File: config.mk
export PLATFORM = sky130hd
export DESIGN_NAME = store_buffer
export DESIGN_NICKNAME = d
export VERILOG_FILES = /design/src/rtl/store_buffer_pkg.sv /design/src/rtl/store_format.sv /design/src/rtl/store_buffer.sv
export SDC_FILE = /design/constraint.sdc
export NUM_CORES = 1
export LEC_CHECK = 0
export ABC_CLOCK_PERIOD_IN_PS = 4500
export CAP_MARGIN = 20
export CORE_MARGIN = 2
export CORE_UTILIZATION = 64
export CTS_BUF_LIST = sky130_fd_sc_hd__clkbuf_8 sky130_fd_sc_hd__clkbuf_16
export DETAILED_ROUTE_END_ITERATION = 12
export DONT_BUFFER_PORTS = 1
export PLACE_DENSITY = 0.9
export SYNTH_ARGS = -nofsm -noshare
export SYNTH_HDL_FRONTEND = slang
export SYNTH_SLANG_ARGS = --single-unit
File: constraint.sdc
create_clock -name clk -period 4.5 [get_ports clk]
set_clock_uncertainty 0.15 [all_clocks]
set_input_delay 0.9 -clock clk [delete_from_list [all_inputs] [get_ports clk]]
set_output_delay 0.9 -clock clk [all_outputs]
set_load 0.005 [all_outputs]
File: src/rtl/store_buffer_pkg.sv
// store_buffer_pkg: memory op encoding, trap code and store byte-mask helper
package store_buffer_pkg;
  typedef enum logic [3:0] {
    MEM_NONE, MEM_LB, MEM_LH, MEM_LW, MEM_LD, MEM_LBU, MEM_LHU, MEM_LWU,
    MEM_SB, MEM_SH, MEM_SW, MEM_SD
  } mem_op_t;
  localparam logic [30:0] TRAP_CODE_STORE_ADDR_MISALIGNED = 31'd6;
  function automatic logic [7:0] base_mask(mem_op_t op);
    return op == MEM_SB ? 8'h01 : op == MEM_SH ? 8'h03 : op == MEM_SW ? 8'h0F : 8'hFF;
  endfunction
endpackage

File: src/rtl/store_format.sv
// store_format: classifies a store op, checks alignment and lane-aligns mask/data
module store_format
  import store_buffer_pkg::*;
#(
  parameter int XLEN = 32
) (
  input  mem_op_t           op,
  input  logic [2:0]        lo,
  input  logic [XLEN-1:0]   data,
  output logic              is_store,
  output logic              misaligned,
  output logic [XLEN/8-1:0] wmask,
  output logic [XLEN-1:0]   wdata
);
  localparam int NB = XLEN / 8;
  localparam int OFFW = $clog2(NB);
  logic [OFFW-1:0] off;
  // SD only counts as a store on a 64-bit bus; lanes shift by the byte offset
  always_comb begin
    off = lo[OFFW-1:0];
    is_store = op inside {MEM_SB, MEM_SH, MEM_SW} || (op == MEM_SD && XLEN == 64);
    misaligned = (op == MEM_SH && lo[0]) || (op == MEM_SW && lo[1:0] != 2'b00) ||
                 (op == MEM_SD && lo != 3'b000);
    wmask = NB'(base_mask(op)) << off;
    wdata = data << {off, 3'b000};
  end
endmodule

File: src/rtl/store_buffer.sv
// store_buffer: formats stores, queues them in order and drains them to memory
module store_buffer
  import store_buffer_pkg::*;
#(
  parameter int XLEN  = 32,
  parameter int DEPTH = 4,
  parameter int AW    = 32
) (
  input  logic              clk,
  input  logic              rst,
  input  logic              req_valid,
  output logic              req_ready,
  input  mem_op_t           req_op,
  input  logic [AW-1:0]     req_addr,
  input  logic [XLEN-1:0]   req_wdata,
  output logic              trap_valid,
  output logic [30:0]       trap_mcause,
  output logic              mem_valid,
  input  logic              mem_ready,
  output logic [AW-1:0]     mem_addr,
  output logic [XLEN/8-1:0] mem_wmask,
  output logic [XLEN-1:0]   mem_wdata,
  input  logic [AW-1:0]     ld_check_addr,
  output logic              ld_hazard,
  output logic              empty
);
  localparam int NB = XLEN / 8;
  localparam int OFFW = $clog2(NB);
  localparam int PW = $clog2(DEPTH);
  typedef struct packed {
    logic [AW-1:0]   addr;
    logic [NB-1:0]   wmask;
    logic [XLEN-1:0] wdata;
  } store_entry_t;
  store_entry_t q [DEPTH];
  logic [PW-1:0] head, tail;
  logic [PW:0] count;
  logic is_store, misaligned, hs, push, pop;
  logic [NB-1:0] f_mask;
  logic [XLEN-1:0] f_data;
  store_format #(.XLEN(XLEN)) u_fmt (
    .op(req_op), .lo(req_addr[2:0]), .data(req_wdata),
    .is_store(is_store), .misaligned(misaligned), .wmask(f_mask), .wdata(f_data)
  );
  assign req_ready = count < (PW+1)'(DEPTH);
  assign hs = req_valid & req_ready & is_store;
  assign push = hs & ~misaligned;
  assign pop = mem_valid & mem_ready;
  assign empty = count == '0;
  assign mem_valid = ~empty;
  assign mem_addr = q[head].addr;
  assign mem_wmask = q[head].wmask;
  assign mem_wdata = q[head].wdata;
  assign trap_mcause = trap_valid ? TRAP_CODE_STORE_ADDR_MISALIGNED : '0;
  // Entry storage; validity comes from count, so contents need no reset
  always_ff @(posedge clk)
    if (push) q[tail] <= '{addr: {req_addr[AW-1:OFFW], OFFW'(0)}, wmask: f_mask, wdata: f_data};
  // Pointers, occupancy and the one-cycle misaligned-store trap pulse
  always_ff @(posedge clk) begin
    if (rst) begin
      head <= '0;
      tail <= '0;
      count <= '0;
      trap_valid <= 1'b0;
    end else begin
      head <= pop ? head + PW'(1) : head;
      tail <= push ? tail + PW'(1) : tail;
      count <= count + (PW+1)'(push) - (PW+1)'(pop);
      trap_valid <= hs & misaligned;
    end
  end
  // Word-granular match of the load address against every occupied slot
  always_comb begin
    ld_hazard = 1'b0;
    for (int i = 0; i < DEPTH; i++)
      ld_hazard = ld_hazard | (({1'b0, PW'(i) - head} < count) &&
                  (((q[i].addr ^ ld_check_addr) >> OFFW) == '0));
  end
endmodule

==> results of run 1 <==
[cells in the mapped netlist (14+ instances only)]
master                     count
sky130_fd_sc_hd__buf_4        33
sky130_fd_sc_hd__clkbuf_1     17
sky130_fd_sc_hd__xor2_1       63
sky130_fd_sc_hd__nand4_1      18
sky130_fd_sc_hd__edfxtp_1    264
sky130_fd_sc_hd__xnor2_1      63
sky130_fd_sc_hd__a21oi_1      17
sky130_fd_sc_hd__mux2i_1      17
sky130_fd_sc_hd__nor4_1       14
sky130_fd_sc_hd__nor2_1       18
sky130_fd_sc_hd__mux4_2       66
[cell type report]
| type | instances | area (sq um) | share of cell area (%) |
|---|---|---|---|
| flip-flops and latches | 274 | 8133 | 61.03 |
| clock inverters | 20 | 212.7 | 1.596 |
| diodes | 1 | 2.502 | 0.01878 |
| clock buffers | 27 | 675.6 | 5.070 |
| well taps | 234 | 292.8 | 2.197 |
| repair buffers | 10 | 150.1 | 1.127 |
| inverters | 13 | 48.80 | 0.3662 |
| multi-input cells | 390 | 3810 | 28.59 |
[through the flow]
stage          util, %  total power, mW  setup WS (ns)  area [sq um]
2_1_floorplan        -            3.792         0.7425         12360
3_3_place_gp     66.25            3.992          1.053         12430
3_5_place_dp     66.25            4.014          1.013         12430
4_1_cts          70.99            6.249         0.7687         13320
5_1_grt          70.99            6.419         0.6754         13320
6_report         71.00            6.201         0.7627         13330
[critical path: stages (launching register included)]
cell	delay (ns)
sky130_fd_sc_hd__dfxtp_1	0.43
sky130_fd_sc_hd__inv_1	0.15
sky130_fd_sc_hd__ha_1	0.23
sky130_fd_sc_hd__a2111o_1	0.41
sky130_fd_sc_hd__a2111oi_0	0.61
sky130_fd_sc_hd__nand4_1	0.18
sky130_fd_sc_hd__nand4_1	0.17
[power breakdown]
| part | leakage (nW) | internal [mW] | switching [mW] |
|---|---|---|---|
| Combinational | 1.33 | 0.503 | 0.446 |
| Clock | 0.449 | 1.36 | 0.883 |
| Sequential | 2.47 | 2.86 | 0.145 |
[sequential cells by signal, indices dropped and copies added, names as in the netlist, named ones only]
register and cells:
q 264, count 3, head 2, tail 2, trap_valid 1
[layer usage]
layer  up-vias  track usage, %
met1      3142           30.86
met2       330           46.73
met4         0           7.608
met3        50           9.186
li1       2694               -
met5         -               0
[kinds of logic after synthesis]
group           after synthesis
flops                       274
xor+xnor                    126
simple gates                 97
mux                          83
buf+inv                      75
compound gates               42
fa+ha+maj                    11
other cells                   1
[final timing paths]
| path | start | to | cells after the start |
|---|---|---|---|
| max | count[1] | ld_hazard | 6 |
| min reg2reg | tail[0] | tail[0] | 2 |
| min | rst | count[1] | 1 |
| max reg2reg | count[2] | count[2] | 12 |
==> results, run 1 <==
- The worst ir drop on vdd is 0.3689 mV.
- The worst min-delay path category is in -> reg.
- The clock insertion delay at the later pin of the skew report is roughly 0.52 ns.
- The sum of overflow across all layers after global routing is 0.
- During I/O placement, the number of pins put on the boundary was 208.
- Leaving out filler cells and counting taps, the final layout contains 969.
- The sum of negative setup slack is 0 ns.
- The die is 142.4 microns wide.
- Global routing consumed, over all layers together, between 20% and 30% of the routing resources.
- The count of vias placed by the detailed router is 6,216.
- For flop-to-flop paths, the worst setup slack is around 1.7 ns.
- The total die area is 20,260 sq um.
- The maximum level of the CTS H-tree is 1.
- The final hold violation count was 0.
- The commonest non-fill, non-tap cell in the layout is sky130_fd_sc_hd__edfxtp_1.
- The highest net fanout along the worst path is 4.
- The worst-case clock buffer depth is 3.
- The critical path in this run is classified as reg -> out.
- By area, the combinational part of the netlist is dominated by multiplexers.
- The detailed router finished its first iteration with approximately 440 violations.
- The first TritonRoute pass finished after 5 iterations.
- Synthesis inferred around 270 register bits.
- The slew of the pin with the lowest slew margin is roughly 1.1 ns.
- The number of clock buffers inserted by TritonCTS is 27.
- In this run the static leakage power is 4.256 nW.
- The number of global-route vias before repair is 6,559.
- For the worst setup path, the data arrival time is 2.69 ns.
- The maximum number of pins on one net before global-route repair is 41.
- The area share of the largest cell type after synthesis is 64.71%.
- The number of input and output port buffers inserted is 0.
- Once detail routing completed, the nets flagged for antenna violations numbered 0.
- The post-synthesis instance total is just over 700.
- The post-synthesis average cell area is 17.28 sq um.
- The clock net in this run drives a total of 274 sinks.
- The critical path startpoint category is a flip-flop.
- The area share of and/or/nand/nor cells after synthesis is 4.259%.
- The clock tree from TritonCTS is built.
- Detailed placement finished with a half-perimeter wire length of 18,510 microns.
- The fraction of synthesized cell area in xor and xnor cells is a little under a tenth.
- Detailed routing placed a total of about 14,000 microns of wire on met2.
- In the routed layout, each cell is associated on average with a via count of 6.415.
- The highest metal layer carrying signal wires in the routed design is met4.
- After Yosys synthesis, full adders, half adders and majority gates account for 1.185% of the synthesized area.
- The flow ran to the end, and the final reports show no timing, DRC or antenna violations.
- Among all flip-flop cells after synthesis, the most frequent one is sky130_fd_sc_hd__edfxtp_1.
- The area of the core is 18,770 sq um.
- The cell type with the largest total area after synthesis is sky130_fd_sc_hd__edfxtp_1.
- The netlist uses 33 different library cells.
- Counting the fill cells in the layout gives between 1,000 and 1,500.
- The initial utilization of the core area, before any placement, comes to 65.27%.
- Hold repair after CTS inserted 0 buffers.
- In the layout the commonest cells are 264 x sky130_fd_sc_hd__edfxtp_1, 66 x sky130_fd_sc_hd__mux4_2, 63 x sky130_fd_sc_hd__xnor2_1, 63 x sky130_fd_sc_hd__xor2_1, 31 x sky130_fd_sc_hd__conb_1.
- The number of standard-cell rows in the floorplan is 50.
- The worst setup path is captured at an output port.
- The cell area after synthesis is 12,250 sq um.
- The share of flip-flops with an asynchronous set or reset after synthesis is 0%.
- Summing the sequential cell areas from Yosys gives 66.35% of the chip area.
- The die height is 142.4 microns.
- The share of cell area taken by muxes after synthesis is 13.52%.
- The routed wire length is 26,480 microns.
- Setup repair after global routing left no endpoint under its margin.
- The initial antenna violation count is 0.
- For this run, the number of Yosys warnings is 0.
- The ratio of total power to cell area is 465.4 nW/um^2.
- The final weighted congestion in routability-driven placement is around 0.91.
- In the post-synthesis netlist, the biggest area contributors are sky130_fd_sc_hd__edfxtp_1 65%, sky130_fd_sc_hd__mux4_2 12%, sky130_fd_sc_hd__xnor2_1 4.5%.
- Counting flops with a built-in enable in the synthesized netlist gives roughly 260.
- The clock tree root driver cell is sky130_fd_sc_hd__clkbuf_16.
- The worst endpoint required time is 3.45 ns.
- The post-route netlist has 16.08% of its cells at a drive strength greater than 1.
- Dividing the final minimum period by the clock period gives 83.05%.
- The final period demand of the worst path is 3.737 ns.
- The wire length on met1 is around 9000 microns.
- The final-report max-slew violation count is 0.
- In the routed design, unresolved DRC markers number 0.
- The number of maximum-capacitance constraint violations is 0.
- The area overhead of the layout relative to synthesis is 8.774%.
- In this run, post-CTS repair resized a total of 0 instances.
- Dividing the detail-routed wire length by the instance count gives 27.32 microns.
- The met3 layer wire length in the routed design is 3068 microns.
- The synthesized netlist devotes under 10% of its cell area to compound gates.
- For this run, the post-layout net count is 831.
- In this run the tightest slew margin relative to its limit is 27.62%.
- After detailed placement, the design holds a cell count of 921.
- Buffers added to address setup during post-CTS repair amount to 0.
- Timing would allow up to 267.6 MHz.
- On the final layout, the worst hold slack is 0.2945 ns.
- The clock-pin slew on the worst setup and hold paths is 0.06 ns.
- The first-pass GRT wire length is 39,140 microns.
- Setup violations remaining at the end of the flow were counted as 0.
(Power assumes the default switching activity.)
==> run 2: changes to the inputs <==
ABC_CLOCK_PERIOD_IN_PS = 3900   (was 4500)
clock period = 3.9 ns   (was 4.5 ns; I/O delays follow)
==> run 2 against run 1 <==
  * Combinational power is 21% higher
  * Clock-buffer cell count grew 4
  * Critical path type unchanged
  * Via count rose by 1.0%
  * Sequential power rose by 14%
  * Worst hold slack lost 0.13 ns
  * Final area down 0.18%
  * First-iteration DRC count is 5.5% higher
  * Total power up 15%
  * Sequential cell count stayed put
  * Die area did not move
==> results, run 2 (synthesized netlist as in run 1, its figures left out) <==
- The clock tree root driver cell is sky130_fd_sc_hd__clkbuf_16 (unchanged).
- The number of I/O pins came to 208 (unchanged).
- The worst path arrival time came to 2.75 ns (was 2.69 ns).
- The worst-case clock buffer depth is 3 (unchanged).
- The worst endpoint required time was 2.97 ns (was 3.45 ns).
- The final-report max-slew violation count came to 0 (unchanged).
- The register name with the most flops is q (unchanged).
- The worst ir drop on vdd is 0.5999 mV (was 0.3689 mV).
- The count of vias placed by the detailed router is 6,280 (was 6,216).
- The number of input and output port buffers inserted is 0 (unchanged).
- The number of global-route vias before repair is 6,572 (was 6,559).
- The maximum achievable frequency is about 270 MHz.
- The number of fillers in the final layout came to 1,121 (was 1,147).
- The first-pass GRT wire length came to 39,680 microns (was 39,140 microns).
- The sum of negative setup slack is 0 ns (unchanged).
- The clock tree from TritonCTS was built (unchanged).
- The area overhead of the layout relative to synthesis is 8.579% (was 8.774%).
- The routed wire length was 26,620 microns (was 26,480 microns).
- The number of nets with antenna violations after detailed routing is 0 (unchanged).
- The final period demand of the worst path is 3.678 ns.
- The initial core utilization is 65.27% (unchanged).
- The total non-filler cell area in the finished layout was 13,300 sq um (was 13,330 sq um).
- The clock insertion delay at the later pin of the skew report came to 0.53 ns (was 0.52 ns).
- The total die area is 20,260 sq um (unchanged).
- The violation count after the first detailed-routing iteration is 463 (was 439).
- The ratio of total power to cell area was 534.6 nW/um^2 (was 465.4 nW/um^2).
- The maximum level of the CTS H-tree was 1 (unchanged).
- The layout cell share with drive strength beyond 1 came to 17.32% (was 16.08%).
- The final antenna diode count came to 0 (was 1).
- The die width is 142.4 microns (unchanged).
- The sum of overflow across all layers after global routing is 0 (unchanged).
- The count of TritonRoute iterations in the first routing pass came to 4 (was 5).
- Run status: finished clean (unchanged).
- The share of the clock period used by the worst path is 94.31%.
- The cell occurring most often along the worst timing path is sky130_fd_sc_hd__nand4_1 (unchanged).
- The routed wire length per instance was 27.36 microns (was 27.32 microns).
- The final setup violation count came to 0 (unchanged).
- The uppermost signal routing layer after detailed routing is met4 (unchanged).
- The highest-delay cell along the critical path was sky130_fd_sc_hd__a2111oi_0 (unchanged).
- The die height is 142.4 microns (unchanged).
- The clock-pin slew on the worst setup and hold paths is 0.06 ns (about the same).
- The post-cts hold buffer count was 0 (unchanged).
- The slew of the pin with the lowest slew margin came to 0.7521 ns (was 1.086 ns).
- The count of nets after finishing was 833 (was 831).
- Largest registers in the final layout: q (264), count (3) (unchanged).
- The wire length on met1 is 8948 microns (was 8846 microns).
- The critical path class is reg -> out (unchanged).
- The worst min-delay path category is in -> reg (unchanged).
- The post-detailed-placement half-perimeter wirelength is 18,430 microns (was 18,510 microns).
- The flip-flop count of the largest register, all copies and words added is 264 (unchanged).
- The area of the core is 18,770 sq um (unchanged).
- The number of clock buffers inserted by TritonCTS was 27 (unchanged).
- The static leakage is 4.267 nW (was 4.256 nW).
- The instance area after placement is 12,410 sq um (was 12,430 sq um).
- The number of standard-cell rows in the floorplan is 50 (unchanged).
- The clock sink count is 274 (unchanged).
- The critical path startpoint category was a flip-flop (unchanged).
- The headroom to the max-slew limit came to 49.68% (was 27.62%).
- The number of resized instances in the post-cts repair step is 0 (unchanged).
- The met2 wire length is 13,760 microns (was 13,850 microns).
- The number of maximum-capacitance constraint violations is 0 (unchanged).
- The final-layout worst hold slack is 0.1618 ns (was 0.2945 ns).
- The initial antenna violation count is 0 (unchanged).
- The final hold violation count came to 0 (unchanged).
- Most frequent cells in the layout: 264 x sky130_fd_sc_hd__edfxtp_1, 66 x sky130_fd_sc_hd__mux4_2, 63 x sky130_fd_sc_hd__xnor2_1, 63 x sky130_fd_sc_hd__xor2_1, 31 x sky130_fd_sc_hd__conb_1 (unchanged).
- The number of vias per cell after detailed routing came to 6.454 (was 6.415).
- The maximum single-stage delay on the critical path was 0.63 ns (was 0.61 ns).
- Crit-path cells: inv_1, ha_1, a2111o_1, a2111oi_0, nand4_1, nand4_1 (unchanged).
- The maximum number of pins on one net before global-route repair is 41 (unchanged).
- The final weighted congestion in routability-driven placement was 0.9308 (was 0.9113).
- The number of setup buffers added after CTS is 0 (unchanged).
- The endpoint class of the critical path is an output port (unchanged).
- The overall routing resource usage is 26.73% (was 26.44%).
- The met3 layer wire length in the routed design was 2998 microns (was 3068 microns).
- The remaining routing DRC violations is 0 (unchanged).
- RSZ-0062 raised after global routing: no (unchanged).
- The highest net fanout along the worst path is 4 (unchanged).
- The commonest non-fill, non-tap cell in the layout is sky130_fd_sc_hd__edfxtp_1 (unchanged).
[run 2: cell count changes in the layout (fill, tap and decap cells not counted), sizes merged]
cell and delta:
clkinv +1, inv +1, buf +2, diode -1, clkbuf +4, bufinv -3
[run 2: worst paths after layout]
kind | startpoint | endpoint | slack [ns] | depth (start not counted)
hold reg to reg | tail[1] | tail[1] | 0.40 | 2
setup reg to reg | count[2] | count[2] | 1.12 | 12
setup / recovery | count[1] | ld_hazard | 0.22 | 6
hold / removal | rst | count[1] | 0.16 | 1
[run 2: power by group]
group,leakage [nW],switching (mW),internal (mW)
Sequential,2.47,0.115,3.30
Clock,0.458,1.05,1.49
Combinational,1.33,0.572,0.580
Total,4.27,1.74,5.37
[run 2: metrics by stage]
step	util, %	std cells	setup WS [ns]	total power [mW]
floorplan	-	739	0.2625	4.375
global placement	66.13	923	0.6695	4.604
detailed placement	66.13	923	0.5557	4.636
CTS	70.87	973	0.1914	7.172
global route	70.87	973	0.04189	7.370
finish	70.87	973	0.2217	7.111
[run 2: area by class of cell]
cell class | count | area [sq um] | area share [%]
Clock inverter | 19 | 147.6 | 1.110
Inverter | 13 | 48.80 | 0.3669
Sequential cell | 274 | 8133 | 61.14
Tap cell | 234 | 292.8 | 2.201
Clock buffer | 31 | 742.0 | 5.578
Timing Repair Buffer | 12 | 127.6 | 0.9595
Multi-Input combinational cell | 390 | 3810 | 28.64
[run 2: critical path: cells and delay by family (launching register included)]
family          cells  cell delay, ns
simple gates        2            0.40
compound gates      2            1.04
buf+inv             1            0.14
fa+ha+maj           1            0.21
flops               1            0.43
[run 2: routing by layer]
| metal | track usage [%] | vias up |
|---|---|---|
| met4 | 9.067 | 0 |
| li1 | - | 2701 |
| met1 | 31.54 | 3173 |
| met5 | 0 | - |
| met3 | 9.522 | 62 |
| met2 | 46.05 | 344 |
